**src/rtl/lsu_pkg.sv**
```systemverilog
// Shared types and helpers for the load/store initiator.
package lsu_pkg;

    // Access size encoding used by the execute stage (bytes per access).
    localparam logic [2:0] SZ_BYTE = 3'd1;
    localparam logic [2:0] SZ_HALF = 3'd2;
    localparam logic [2:0] SZ_WORD = 3'd4;

    typedef enum logic [2:0] {
        IDLE,
        REQ0,
        WAIT0,
        REQ1,
        WAIT1,
        RESP,
        ERR
    } lsu_state_e;

    // Byte mask of an access anchored at lane 0; all-zero marks an illegal size.
    function automatic logic [3:0] size_mask(input logic [2:0] size);
        logic [3:0] m;
        case (size)
            SZ_BYTE: m = 4'b0001;
            SZ_HALF: m = 4'b0011;
            SZ_WORD: m = 4'b1111;
            default: m = 4'b0000;
        endcase
        return m;
    endfunction

endpackage

```
**src/rtl/lsu_load_align.sv**
```systemverilog
// Combinational load-data alignment: pulls the addressed bytes out of one or
// two bus words and zero/sign-extends them to 32 bits.
module lsu_load_align
    import lsu_pkg::*;
(
    input  logic [1:0]  i_off,
    input  logic [2:0]  i_size,
    input  logic        i_sign,
    input  logic [31:0] i_rdata0,
    input  logic [31:0] i_rdata1,
    output logic [31:0] o_data
);

    logic [31:0] w_raw;

    // Shift the two-word window down by the byte offset, then extend by size.
    always_comb begin
        w_raw = 32'({i_rdata1, i_rdata0} >> {i_off, 3'b000});
        case (i_size)
            SZ_BYTE: o_data = {{24{i_sign & w_raw[7]}}, w_raw[7:0]};
            SZ_HALF: o_data = {{16{i_sign & w_raw[15]}}, w_raw[15:0]};
            default: o_data = w_raw;
        endcase
    end

endmodule

```
**src/rtl/lsu_initiator.sv**
```systemverilog
// Load/store initiator: accepts one pipeline request at a time, issues one or
// two word-aligned bus beats, and returns a single-cycle response.
module lsu_initiator
    import lsu_pkg::*;
#(
    parameter bit ALLOW_MISALIGNED = 1'b1,
    parameter int ADDR_W           = 32
) (
    input  logic              clk,
    input  logic              rst,
    input  logic              req_valid,
    output logic              req_ready,
    input  logic              req_store,
    input  logic [ADDR_W-1:0] req_addr,
    input  logic [31:0]       req_wdata,
    input  logic [2:0]        req_size,
    input  logic              req_sign,
    output logic              resp_valid,
    output logic [31:0]       resp_rdata,
    output logic              resp_err,
    output logic              mem_req,
    input  logic              mem_gnt,
    output logic              mem_we,
    output logic [ADDR_W-1:0] mem_addr,
    output logic [3:0]        mem_be,
    output logic [31:0]       mem_wdata,
    input  logic              mem_rvalid,
    input  logic [31:0]       mem_rdata
);

    lsu_state_e        r_state;
    lsu_state_e        w_next;

    logic              r_store;
    logic              r_sign;
    logic              r_split;
    logic [1:0]        r_off;
    logic [2:0]        r_size;
    logic [3:0]        r_mask;
    logic [ADDR_W-1:0] r_base;
    logic [31:0]       r_wdata;
    logic [31:0]       r_rdata0;
    logic [31:0]       r_rdata1;

    logic              w_accept;
    logic              w_legal;
    logic              w_split;
    logic [3:0]        w_be0;
    logic [3:0]        w_be1;
    logic [31:0]       w_wdata0;
    logic [31:0]       w_wdata1;
    logic [5:0]        w_sh1;
    logic [31:0]       w_load;

    assign w_accept = (r_state == IDLE) && req_valid;
    assign w_legal  = (size_mask(req_size) != 4'b0000);
    assign w_split  = ({2'b00, req_addr[1:0]} + {1'b0, req_size}) > 4'd4;

    // Lane placement of both beats, derived from the captured request.
    assign w_sh1    = {3'd4 - {1'b0, r_off}, 3'b000};
    assign w_be0    = 4'({4'b0000, r_mask} << r_off);
    assign w_be1    = r_mask >> (3'd4 - {1'b0, r_off});
    assign w_wdata0 = r_wdata << {r_off, 3'b000};
    assign w_wdata1 = r_wdata >> w_sh1;

    lsu_load_align u_align (
        .i_off    (r_off),
        .i_size   (r_size),
        .i_sign   (r_sign),
        .i_rdata0 (r_rdata0),
        .i_rdata1 (r_rdata1),
        .o_data   (w_load)
    );

    // State register plus request capture and read-word capture.
    always_ff @(posedge clk) begin
        // NOTE: sequential state uses non-blocking assignments so every register
        // samples pre-edge values regardless of statement order.
        if (rst) begin
            r_state  <= IDLE;
            r_store  <= 1'b0;
            r_sign   <= 1'b0;
            r_split  <= 1'b0;
            r_off    <= 2'd0;
            r_size   <= 3'd0;
            r_mask   <= 4'd0;
            r_base   <= '0;
            r_wdata  <= 32'd0;
            r_rdata0 <= 32'd0;
            r_rdata1 <= 32'd0;
        end else begin
            r_state <= w_next;
            if (w_accept) begin
                r_store  <= req_store;
                r_sign   <= req_sign;
                r_split  <= w_split;
                r_off    <= req_addr[1:0];
                r_size   <= req_size;
                r_mask   <= size_mask(req_size);
                r_base   <= {req_addr[ADDR_W-1:2], 2'b00};
                r_wdata  <= req_wdata;
                r_rdata0 <= 32'd0;
                r_rdata1 <= 32'd0;
            end
            if (r_state == WAIT0 && mem_rvalid) r_rdata0 <= mem_rdata;
            if (r_state == WAIT1 && mem_rvalid) r_rdata1 <= mem_rdata;
        end
    end

    // Next-state decode and all bus/response outputs, purely from state.
    always_comb begin
        // NOTE: every output gets a default first so no path can infer a latch.
        w_next     = r_state;
        req_ready  = 1'b0;
        mem_req    = 1'b0;
        mem_we     = 1'b0;
        mem_addr   = '0;
        mem_be     = 4'd0;
        mem_wdata  = 32'd0;
        resp_valid = 1'b0;
        resp_err   = 1'b0;
        resp_rdata = 32'd0;
        case (r_state)
            IDLE: begin
                req_ready = 1'b1;
                if (req_valid) begin
                    if (!w_legal || (w_split && !ALLOW_MISALIGNED)) w_next = ERR;
                    else                                             w_next = REQ0;
                end
            end
            REQ0: begin
                mem_req   = 1'b1;
                mem_we    = r_store;
                mem_addr  = r_base;
                mem_be    = w_be0;
                mem_wdata = r_store ? w_wdata0 : 32'd0;
                if (mem_gnt) w_next = WAIT0;
            end
            WAIT0: begin
                if (mem_rvalid) w_next = r_split ? REQ1 : RESP;
            end
            REQ1: begin
                mem_req   = 1'b1;
                mem_we    = r_store;
                mem_addr  = r_base + ADDR_W'(4);
                mem_be    = w_be1;
                mem_wdata = r_store ? w_wdata1 : 32'd0;
                if (mem_gnt) w_next = WAIT1;
            end
            WAIT1: begin
                if (mem_rvalid) w_next = RESP;
            end
            RESP: begin
                resp_valid = 1'b1;
                resp_rdata = r_store ? 32'd0 : w_load;
                w_next     = IDLE;
            end
            ERR: begin
                resp_valid = 1'b1;
                resp_err   = 1'b1;
                w_next     = IDLE;
            end
            default: w_next = IDLE;
        endcase
    end

endmodule

```
**config.mk**
```make
export PLATFORM = sky130hd
export DESIGN_NAME = lsu_initiator
export DESIGN_NICKNAME = d
export VERILOG_FILES = /design/src/rtl/lsu_pkg.sv /design/src/rtl/lsu_load_align.sv /design/src/rtl/lsu_initiator.sv
export SDC_FILE = /design/constraint.sdc
export NUM_CORES = 1
export LEC_CHECK = 0
export BUFFER_PORTS_ARGS = -buffer_cell sky130_fd_sc_hd__buf_2
export CAP_MARGIN = 30
export CORE_UTILIZATION = 40
export CTS_CLUSTER_DIAMETER = 120
export CTS_CLUSTER_SIZE = 16
export DETAILED_ROUTE_END_ITERATION = 10
export GPL_TIMING_DRIVEN = 0
export PLACE_DENSITY = 0.65
export SKIP_CTS_REPAIR_TIMING = 1
export SLEW_MARGIN = 20
export SYNTH_ARGS = -nofsm -noshare
export SYNTH_HDL_FRONTEND = slang
export SYNTH_HIERARCHICAL = 1
export SYNTH_SLANG_ARGS = --single-unit
```
**constraint.sdc**
```tcl
create_clock -name clk -period 2.7 [get_ports clk]
set_input_delay 0.135 -clock clk [delete_from_list [all_inputs] [get_ports clk]]
set_output_delay 0.135 -clock clk [all_outputs]
set_load 0.01 [all_outputs]
```
==> summary.md <==
| Metric | Value |
|---|---|
| Per-cell routed wire length | `17.9 microns` |
| H-tree Lvls | `4` |
| Worst min-delay path class | `in2reg` |
| Minimum clock period | `2.73 ns` |
| Design Area, Final | `0.0116 sq mm` |
| CTS Sinks | `132` |
| Worst-Margin Slew | `0.821 ns` |
| Initial Util | `0.409` |
| Largest net degree at the start of global routing | `17` |
| Final core occ | `0.573` |
| Area delta synth->final | `40.0%` |
| Post-DP Area | `0.00969 sq mm` |
| Total track usage | `0.275` |
| Hold_ws | `-0.0312 ns` |
| Core Area | `0.0203 sq mm` |
| Post-DR vias/cell | `5.49` |
| Max Clock Skew | `0.0122 ns` |
| Dpl cells | `1613` |
| Hold endpoint | `r_base[23]` |
| R2R depth | `7` |
| Final Hold Viols | `5` |
| TritonRoute pass-1 iters | `6` |
| Die Area | `0.0214 sq mm` |
| Pre-CTS setup slack | `-0.746 ns` |
| Ys Warns | `6` |
| Layout cells sized above 1 | `0.262` |
| Total Power | `8.36 mW` |
| Critical Path Sink Type | `output pin` |
| Die W | `146 microns` |
| Max-slew headroom | `0.452` |
| Gate Count Post-Synth | `1135` |
| Setup-failing EPs final | `3` |
| Failing checks | `hold timing, setup timing` |
| Worst Path Buf+Inv | `4` |
| Cell Pwr Density | `719 mW/mm^2` |
| HPWL after detailed placement | `22400 microns` |
| DIE HEIGHT | `146 microns` |
| Max-slew violations | `0` |
| Root Buffer | `clkbuf_16` |
| WHS Path Cells | `3` |
| R2R Path Start | `r_state[1]` |
| Worst R2R End | `r_base[24]` |
| DRC | `0` |
| Fmax | `367 MHz` |
| Run status | `finished, violations left` |
| Vias | `9663` |
| CTS tree | `yes` |
| HP Start | `req_addr[23]` |
| # rows | `52` |
| Final ANT Viol Nets | `0` |
| Final std cells w/o fill | `1759` |
| Critical path required time | `2.57 ns` |
| Number of global-route vias before repair | `8247` |
| Crit path cell chain | `buf_12 -> clkinvlp_4 -> ha_4 -> or3b_4 -> a211oi_4 -> buf_6 -> nand2_2 -> a21oi_2 -> buf_2` |
| Clk slew on worst S/H paths | `0.07 ns` |
| Final worst slack | `-0.0277 ns` |
| Delay-heaviest family, CP | `buffers and inverters` |
| Port Buffers | `206` |
| Synth Area per Inst | `7.32 sq um` |
| CP Max Fanout | `7` |
| CP arrival | `2.59 ns` |
| Initial drt markers | `681` |
| Clk Latency, worst-skew pair | `0.44 ns` |
| Worst-case clock buffer depth | `2` |
| Final net count | `1587` |
| Initial antenna violation count | `2` |
| CP peak stage delay | `0.43 ns` |
| Wirelength, routed | `31500 microns` |
| Crit share post-route | `1.01` |
| Fill count | `1967` |
| GPL Wtd Cong | `0.992` |
| Startpoint class of the critical path | `register` |
| Unrepaired setup endpoints after global routing | `true` |
| CTS Buf Count | `17` |
| Total of max-cap violations | `0` |
| Reg-to-reg slack, setup | `0.36 ns` |
| Setup TNS | `-0.0341 ns` |
| First-pass GRT wire length | `45700 microns` |
| Total grt overflow | `0` |
| Lkg Pwr | `4.49 nW` |
| N_diodes | `0` |
| Worst-path cell with the longest stage delay | `or3b_4` |
| # IOs | `211` |
| Max VDD drop | `0.000488 V` |
| Mapped cell area | `0.00831 sq mm` |
| Setup CP Type | `reg2out` |
## area by class of cell
cell class	instances	area (sq um)	share of cell area
Sequential cell	132	2680	0.230
Timing Repair Buffer	324	2150	0.184
Buffer	99	452	0.0388
Clock buffer	17	425	0.0366
Inverter	10	45.0	0.00387
Multi-Input combinational cell	892	5370	0.462
Tap cell	270	338	0.0290
Clock inverter	15	181	0.0156
## report_power, final
group	switching [mW]	internal [mW]
Combinational	2.05	1.20
Clock	1.05	1.33
Sequential	0.441	2.30
## how the worst max path moves through the flow
stage / startpoint / cells past startpoint / slack (ns) / to
after detailed placement: r_off[0] / 10 / -0.75 / mem_be[3]
after global routing: r_off[0] / 9 / -0.09 / mem_wdata[28]
after CTS: r_off[0] / 10 / -1.22 / mem_be[3]
after floorplan: r_off[0] / 9 / 0.05 / mem_wdata[24]
final: r_off[0] / 9 / -0.03 / mem_wdata[28]
after global placement: r_off[0] / 9 / -0.73 / mem_wdata[10]
## per-layer routing
metal  up-vias  wire length [microns]  GRT usage
met3        65                   2410     0.0569
met1      4517                  13800      0.378
li1       4664                      -          -
met5         -                     25          0
met4         4                    835     0.0891
met2       413                  14400      0.428
## worst min-delay path, cell delays in order
cell and delay (ns):
buf_2 0.10, nand2_1 0.06, a21oi_1 0.06
## flip-flops by register name, summed over array words and instances (netlist names)
register  cells
r_sign        1
r_mask        3
r_rdata1     24
r_off         2
r_split       1
r_state       3
r_base       30
r_store       1
r_wdata      32
r_size        3
r_rdata0     32
## cell usage in the layout, fill, tap and decap left out, drive strengths merged, types with 5 or more instances in the layout
master,n
nand2,266
buf,250
a21oi,158
nor2,44
a22oi,16
nand3,76
o31ai,8
xor2,5
a21o,9
or2,5
dlygate4sd3,93
a211oi,6
clkbuf,97
inv,17
o22ai,8
o21ai,43
mux2i,56
and2,36
xnor2,9
nor4,5
nand4,9
or3,8
mux2,44
dfxtp,132
or4,11
o2bb2ai,8
nor3,8
a32oi,8
No activity file was read; power rests on OpenSTA's default activity.
